$ cat config.mk
export PLATFORM = sky130hd
export DESIGN_NAME = rle_encoder
export DESIGN_NICKNAME = d
export VERILOG_FILES = /design/src/rtl/rle_encoder.sv
export SDC_FILE = /design/constraint.sdc
export NUM_CORES = 1
export LEC_CHECK = 0
export BUFFER_PORTS_ARGS = -buffer_cell sky130_fd_sc_hd__buf_2
export CELL_PAD_IN_SITES_DETAIL_PLACEMENT = 0
export CELL_PAD_IN_SITES_GLOBAL_PLACEMENT = 1
export CORE_AREA = 2 2 208 210
export DETAILED_ROUTE_END_ITERATION = 12
export DIE_AREA = 0 0 210 212
export HOLD_SLACK_MARGIN = 0.12
export PLACE_DENSITY_LB_ADDON = 0.15
export SKIP_LAST_GASP = 1
export SLEW_MARGIN = 20
export SYNTH_ARGS = -nofsm -noshare
export SYNTH_HDL_FRONTEND = slang
export SYNTH_SLANG_ARGS = --single-unit
$ cat constraint.sdc
create_clock -name clk -period 4.2 [get_ports clk]
set_input_delay 0.21 -clock clk [delete_from_list [all_inputs] [get_ports clk]]
set_output_delay 0.21 -clock clk [all_outputs]
set_load 0.02 [all_outputs]
$ cat src/rtl/rle_encoder.sv
// rle_encoder: turns zigzag-ordered quantized coefficients into JPEG entropy
// symbols (DC diff, AC run/size, ZRL, EOB). Classification writes at most one
// entry per coefficient into a symbol FIFO; the output side expands each
// entry's pending ZRL count into separate ZRL symbols ahead of its own symbol.
module rle_encoder #(
    parameter int DATA_WIDTH = 10,
    parameter int FIFO_DEPTH = 16
) (
    input  logic                  clk,
    input  logic                  rst_n,
    input  logic                  in_valid,
    input  logic [DATA_WIDTH-1:0] in_data,
    input  logic                  in_sop,
    input  logic                  in_eop,
    output logic                  out_valid,
    input  logic                  out_ready,
    output logic [1:0]            out_kind,
    output logic [3:0]            out_run,
    output logic [3:0]            out_size,
    output logic [DATA_WIDTH:0]   out_amp,
    output logic                  out_last,
    output logic                  overflow,
    output logic                  proto_err
);

    localparam int AW = $clog2(FIFO_DEPTH);

    typedef enum logic [1:0] {
        KIND_DC  = 2'b00,
        KIND_AC  = 2'b01,
        KIND_ZRL = 2'b10,
        KIND_EOB = 2'b11
    } kind_t;

    typedef struct packed {
        logic [1:0]          zrl_cnt;
        logic [1:0]          kind;
        logic [3:0]          run;
        logic [3:0]          size;
        logic [DATA_WIDTH:0] amp;
        logic                last;
    } entry_t;

    // Magnitude category: bit length of |v|, 0 for v == 0.
    function automatic logic [3:0] bit_len(input logic [DATA_WIDTH:0] v);
        logic [DATA_WIDTH:0] m;
        m = v[DATA_WIDTH] ? -v : v;
        bit_len = '0;
        for (int i = 0; i <= DATA_WIDTH; i++) begin
            if (m[i]) bit_len = 4'(i + 1);
        end
    endfunction

    // JPEG amplitude bits: v itself when positive, v-1 when negative, kept to sz bits.
    function automatic logic [DATA_WIDTH:0] amp_bits(input logic [DATA_WIDTH:0] v,
                                                     input logic [3:0] sz);
        logic [DATA_WIDTH:0] t;
        t = v[DATA_WIDTH] ? v - {{DATA_WIDTH{1'b0}}, 1'b1} : v;
        amp_bits = '0;
        for (int i = 0; i <= DATA_WIDTH; i++) begin
            if (4'(i) < sz) amp_bits[i] = t[i];
        end
    endfunction

    logic [5:0]            idx;
    logic [3:0]            run;
    logic [1:0]            zrl_pend;
    logic [DATA_WIDTH-1:0] prev_dc;

    logic                  wr_req;
    logic                  wr_fire;
    logic                  full;
    entry_t                wr_entry;
    logic [DATA_WIDTH:0]   coef_ext;
    logic [DATA_WIDTH:0]   value;
    logic [3:0]            value_size;

    entry_t                mem [FIFO_DEPTH];
    logic [AW-1:0]         rd_ptr;
    logic [AW-1:0]         wr_ptr;
    logic [AW:0]           count;

    logic [1:0]            zrl_idx;
    logic                  out_final;
    logic                  advance;
    logic                  pop;
    logic [AW:0]           avail;
    logic [AW-1:0]         src_ptr;
    logic [1:0]            zrl_base;
    entry_t                src;

    // Build the FIFO entry for the incoming coefficient (DC diff, AC, or EOB).
    always_comb begin
        coef_ext   = {in_data[DATA_WIDTH-1], in_data};
        value      = in_sop ? coef_ext - {prev_dc[DATA_WIDTH-1], prev_dc} : coef_ext;
        value_size = bit_len(value);
        wr_req     = 1'b0;
        wr_entry   = '0;
        if (in_valid) begin
            if (in_sop) begin
                wr_req        = 1'b1;
                wr_entry.kind = KIND_DC;
                wr_entry.size = value_size;
                wr_entry.amp  = amp_bits(value, value_size);
            end else if (in_eop && in_data == '0) begin
                wr_req        = 1'b1;
                wr_entry.kind = KIND_EOB;
                wr_entry.last = 1'b1;
            end else if (in_data != '0) begin
                wr_req           = 1'b1;
                wr_entry.kind    = KIND_AC;
                wr_entry.zrl_cnt = zrl_pend;
                wr_entry.run     = run;
                wr_entry.size    = value_size;
                wr_entry.amp     = amp_bits(value, value_size);
                wr_entry.last    = in_eop;
            end
        end
    end

    // Track coefficient index, zero run, pending ZRLs, DC predictor and protocol errors.
    always_ff @(posedge clk or negedge rst_n) begin
        if (!rst_n) begin
            idx       <= '0;
            run       <= '0;
            zrl_pend  <= '0;
            prev_dc   <= '0;
            proto_err <= 1'b0;
        end else if (in_valid) begin
            if ((in_sop && idx != 6'd0) || (in_eop && idx != 6'd63))
                proto_err <= 1'b1;
            if (in_sop) begin
                prev_dc  <= in_data;
                run      <= '0;
                zrl_pend <= '0;
                idx      <= 6'd1;
            end else if (in_eop) begin
                run      <= '0;
                zrl_pend <= '0;
                idx      <= '0;
            end else if (in_data == '0) begin
                if (run == 4'd15) begin
                    run <= '0;
                    if (zrl_pend != 2'd3) zrl_pend <= zrl_pend + 2'd1;
                end else begin
                    run <= run + 4'd1;
                end
                idx <= idx + 6'd1;
            end else begin
                run      <= '0;
                zrl_pend <= '0;
                idx      <= idx + 6'd1;
            end
        end
    end

    assign full     = (count == (AW+1)'(FIFO_DEPTH));
    assign wr_fire  = wr_req && !full;
    assign advance  = !out_valid || out_ready;
    assign pop      = out_valid && out_ready && out_final;
    assign avail    = count - {{AW{1'b0}}, pop};
    assign src_ptr  = pop ? rd_ptr + 1'b1 : rd_ptr;
    assign zrl_base = pop ? 2'd0 : zrl_idx;
    assign src      = mem[src_ptr];

    // Symbol storage; entries are only written into free slots.
    always_ff @(posedge clk) begin
        if (wr_fire) mem[wr_ptr] <= wr_entry;
    end

    // FIFO pointers and output register: expand ZRLs of the head, pop after its final symbol.
    always_ff @(posedge clk or negedge rst_n) begin
        if (!rst_n) begin
            rd_ptr    <= '0;
            wr_ptr    <= '0;
            count     <= '0;
            zrl_idx   <= '0;
            out_final <= 1'b0;
            out_valid <= 1'b0;
            out_kind  <= '0;
            out_run   <= '0;
            out_size  <= '0;
            out_amp   <= '0;
            out_last  <= 1'b0;
            overflow  <= 1'b0;
        end else begin
            if (wr_fire) wr_ptr <= wr_ptr + 1'b1;
            if (wr_req && full) overflow <= 1'b1;
            if (pop) rd_ptr <= rd_ptr + 1'b1;
            count <= count + (AW+1)'(wr_fire) - (AW+1)'(pop);
            if (advance) begin
                if (avail != '0) begin
                    out_valid <= 1'b1;
                    if (zrl_base < src.zrl_cnt) begin
                        out_kind  <= KIND_ZRL;
                        out_run   <= 4'd15;
                        out_size  <= '0;
                        out_amp   <= '0;
                        out_last  <= 1'b0;
                        zrl_idx   <= zrl_base + 2'd1;
                        out_final <= 1'b0;
                    end else begin
                        out_kind  <= src.kind;
                        out_run   <= src.run;
                        out_size  <= src.size;
                        out_amp   <= src.amp;
                        out_last  <= src.last;
                        zrl_idx   <= '0;
                        out_final <= 1'b1;
                    end
                end else begin
                    out_valid <= 1'b0;
                    out_final <= 1'b0;
                    zrl_idx   <= '0;
                end
            end
        end
    end

endmodule

Yosys cells after proc, flatten, opt, wreduce, memory -nomap -nowiden
Memory sizes are Yosys's and may differ from the RTL's.
Index checks and enable logic that the tools add are counted.
Word-level totals
  output and inout bits: 25
  bits of input ports: 16
  word-level logic and storage cells: 132
  memories: 1
  memory bits (writable): 384
  register bits after elaboration: 63
Operators by class
  add/sub/neg operators: 12
  eq/ne operators: 6
  mux-type cells: 65
  order comparisons: 12
  reductions and logical operators: 19
Memories
  mem: words 16, width 24, rd ports 1, clocked after memory_dff 0, write ports 1, line 78  | entry_t mem [FIFO_DEPTH];
Operators by type and width (count)
  two-way mux 4 bit: 16
  two-way mux 24 bit: 2
  two-way mux 11 bit: 4
  two-way mux 2 bit: 15
  two-way mux 1 bit: 24
  two-way mux 19 bit: 1
  less-than comparator 3 x 4 -> 1 bit, first input constant: 4
  two-way mux 15 bit: 1
  adder 4 x 1 -> 4 bit, second input constant: 3
  less-than comparator 4 bit, first input constant: 3
  two-way mux 6 bit: 2
  negation 11 bit: 1
  subtractor 10 x 10 -> 11 bit: 1
  subtractor 11 x 1 -> 11 bit, second input constant: 1
  zero test 10 bit: 1
  nonzero test 10 bit: 1
  subtractor 5 x 1 -> 5 bit: 2
  less-than comparator 1 x 4 -> 1 bit, first input constant: 2
  less-than comparator 2 x 4 -> 1 bit, first input constant: 2
  inequality test 4 x 3 -> 1 bit, second input constant: 2
  logical AND 1 bit: 7
  adder 6 x 1 -> 6 bit, second input constant: 1
  inequality test 6 bit, second input constant: 1
  AND reduction 2 bit: 3
  other kinds (11): 14

Longest topological paths before layout
  word-level depth: 21
  depth in mapped cells: 17
  depth with buffers taken out: 13

Worst setup path after synthesis
OpenSTA, ideal clock, no wires.
  kind: register to register
  from: register prev_dc[0]
  to: memory mem[0][4] in the netlist's numbering, data pin
  setup slack: 0.208 ns
  data required time: 3.823 ns
  stages on the path, launching flop included: 12
  arrival: 3.614 ns
  clock period less this slack: 3.992 ns
  cells stage by stage: dfrtp_1 ha_1 fa_1 xnor2_1 mux2i_1 and2b_1 nand3_1 o21ai_0 a211oi_1 nor2_1 nor2b_1 nor4_1
RTL lines
  start: declaration: line 68  | logic [DATA_WIDTH-1:0] prev_dc;
  start signal: assignment: line 133  | prev_dc <= in_data;
  end: declaration: line 78

==> metrics.csv <==
metric,value,unit
hold_ws,0.209,ns
drt pass-1 iters,5,
die area,44500,µm²
Via density,5.71,
nets,1784,
GRT Util Overall,0.230,
GPL Wtd Cong,0.851,
synth cell count leaders,"nand2_1 (423), edfxtp_1 (384), nand3_1 (110)",
power per cell area,713,nW/µm²
Max transition margin,0.295,
DR WL/cell,21.8,µm
initial cell density of the core,0.465,
width of the die,210,µm
post-synthesis cell count,1647,
CTS tree,built,
largest net degree at the start of global routing,138,
dominant cell type by area after synthesis,edfxtp_1,
Mean Syn Cell Area,12.0,µm²
status,"finished, final reports clean",
share of layout cells above drive strength 1,0.130,
share of the synthesized area in the top cell type,0.584,
Final Hold Violating Endpoints,0,
# rows,76,
CP Launch Type,flop,
Crit Path Category,flop to flop,
ys async rst share,0.141,
drc violations,0,
Yosys cell types,80,
min cycle time layout,4.16,ns
Crit path required time,4.44,ns
DRT iter0 DRCs,1126,
Worst Tran Pin Value,1.05,ns
Clock Tree Root,clkbuf_16,
Post-Syn Area,19700,µm²
DR vias,13200,
# port buffers,40,
WL final,50.7,mm
Post-synth top flop,edfxtp_1,
"Seq/Total Area, Yosys",0.664,
HP Class,input port to async pin,
io pins,41,
Clock Pin Slew Worst Setup and Hold Paths,0.06,ns
Final period util,0.991,
CP max FO,16,
fill count,3627,
first-pass GRT wire length,76.5,mm
Post-synth EDFFs,384,
max frequency,240,MHz
Pleak,8.52,nW
most frequent cell after synthesis,nand2_1,
Max Buffers Root-to-Sink,3,
Placed Area,21100,µm²
RSZ-0062 raised after global routing,true,
pins over their slew limit,0,
number of global-route vias before repair,12600,
skew final,0.0131,ns
count of final setup violators,0,
"Design Area, Final",22700,µm²
Synth Register Bits,447,
# H-tree levels,2,
initial antenna violation count,0,
CTS sink count,447,
"antenna viol nets, final",0,
Max-Cap Viols,0,
later-pin clock latency in the skew report,0.59,ns
synth top area cells,"edfxtp_1 (58%), nand2_1 (8.0%), dfrtp_1 (8.0%)",
Ys Warns,0,
Die Y,212,µm
Area Overhead vs Synth,15.1,%
core footprint,42500,µm²
CP endpoint kind,flop,
total congestion overflow,0,
"Arr. time, crit path",4.40,ns
worst ir drop on vdd,0.576,mV
DP Wirelength,27.4,mm
cts bufs inserted,47,
Antenna Cells,0,
-- placed cells by master (no fill, tap or decap), drive strengths merged, types with 21 or more instances in the layout --
master and instances:
nor2 59, and3 52, o21ai 43, a31oi 26, edfxtp 384, buf 107
inv 40, a21o 21, a311oi 67, nand3 111, nand2 423, a21oi 25
dfrtp 63, clkbuf 67, ha 29
-- per-layer routing --
metal	part of all wire	up-vias	global-route usage	routed length, µm
li1	-	6254	-	-
met1	0.45	6562	0.320	22800
met2	0.48	372	0.384	24300
met3	0.056	54	0.0394	2840
met4	0.015	0	0.0479	755
met5	0	-	0	0
-- final timing paths --
check	slack [ns]	depth (start not counted)	from	end
worst max-delay path	0.04	12	prev_dc[0]	mem[15][12]
worst min-delay path	0.21	2	rst_n	count[2]
worst max register to register	0.04	12	prev_dc[0]	mem[15][12]
worst min register to register	0.45	1	proto_err	proto_err
max in group asynchronous	3.15	3	rst_n	rd_ptr[2]
min in group clk	0.36	3	in_sop	proto_err
-- cells by family (layout without fill, tap and decap cells) --
| logic type | count (synthesis) | after routing | share of synthesized area |
|---|---|---|---|
| other | 1 | 16 | 0.000190 |
| buffers and inverters | 137 | 249 | 0.0281 |
| muxes | 26 | 26 | 0.0175 |
| adders and majority gates | 31 | 31 | 0.0204 |
| xor gates and xnor gates | 25 | 25 | 0.0115 |
| AOI/OAI and AO/OA | 254 | 254 | 0.0955 |
| DFF | 447 | 447 | 0.664 |
| and+or+nand+nor | 726 | 726 | 0.163 |
-- timing repair --
action	CTS	global route
resized for setup	0	4
buffers inserted	0	1
hold buffers	16	0
setup endpoints to repair	0	96
endpoints found under the hold margin	66	0
-- report_power, final --
part	total [W]	switching (W)	internal, W
clock network	0.00400	0.00170	0.00230
registers	0.00571	0.000220	0.00549
logic	0.00649	0.00436	0.00213
total	0.0162	0.00628	0.00992
-- per-stage QoR --
stage | cells | worst slack, ns | util | setup TNS [ns] | power, W
after floorplan | 1662 | 0.208 | - | 0 | 0.0100
after detailed placement | 2217 | 0.0522 | 0.495 | 0 | 0.0123
final | 2320 | 0.0388 | 0.535 | 0 | 0.0162
after global routing | 2320 | -0.242 | 0.535 | -7.58 | 0.0172
after CTS | 2319 | 0.0281 | 0.534 | 0 | 0.0163
after global placement | 2217 | 0.120 | 0.495 | 0 | 0.0122
-- final cells by class --
type	instances	area [µm²]	area share
multi-input cells	1078	6340	0.279
clock buffers	67	1310	0.0577
clock inverters	19	161	0.00710
flip-flops and latches	447	13100	0.576
inverters	40	156	0.00688
well taps	546	683	0.0300
repair buffers	123	978	0.0430
-- critical path: stages (launching register included) --
cell      delay, ns
dfrtp_1        0.38
ha_1           0.21
fa_1           0.40
nand2b_1       0.20
a21oi_1        0.27
o211a_1        0.26
a211o_1        0.34
buf_4          0.18
nor2_1         0.04
a32oi_1        0.26
a221oi_1       0.10
o32a_1         0.37
nor2_1         0.79
-- registers in the layout, indices dropped and copies added, names as in the netlist, 2 cells and up --
register,cells
mem,384
out_amp,11
prev_dc,10
idx,6
count,5
out_run,4
out_size,4
rd_ptr,4
run,4
wr_ptr,4
out_kind,2
zrl_idx,2
zrl_pend,2
Power figures use the tool's default switching activity.
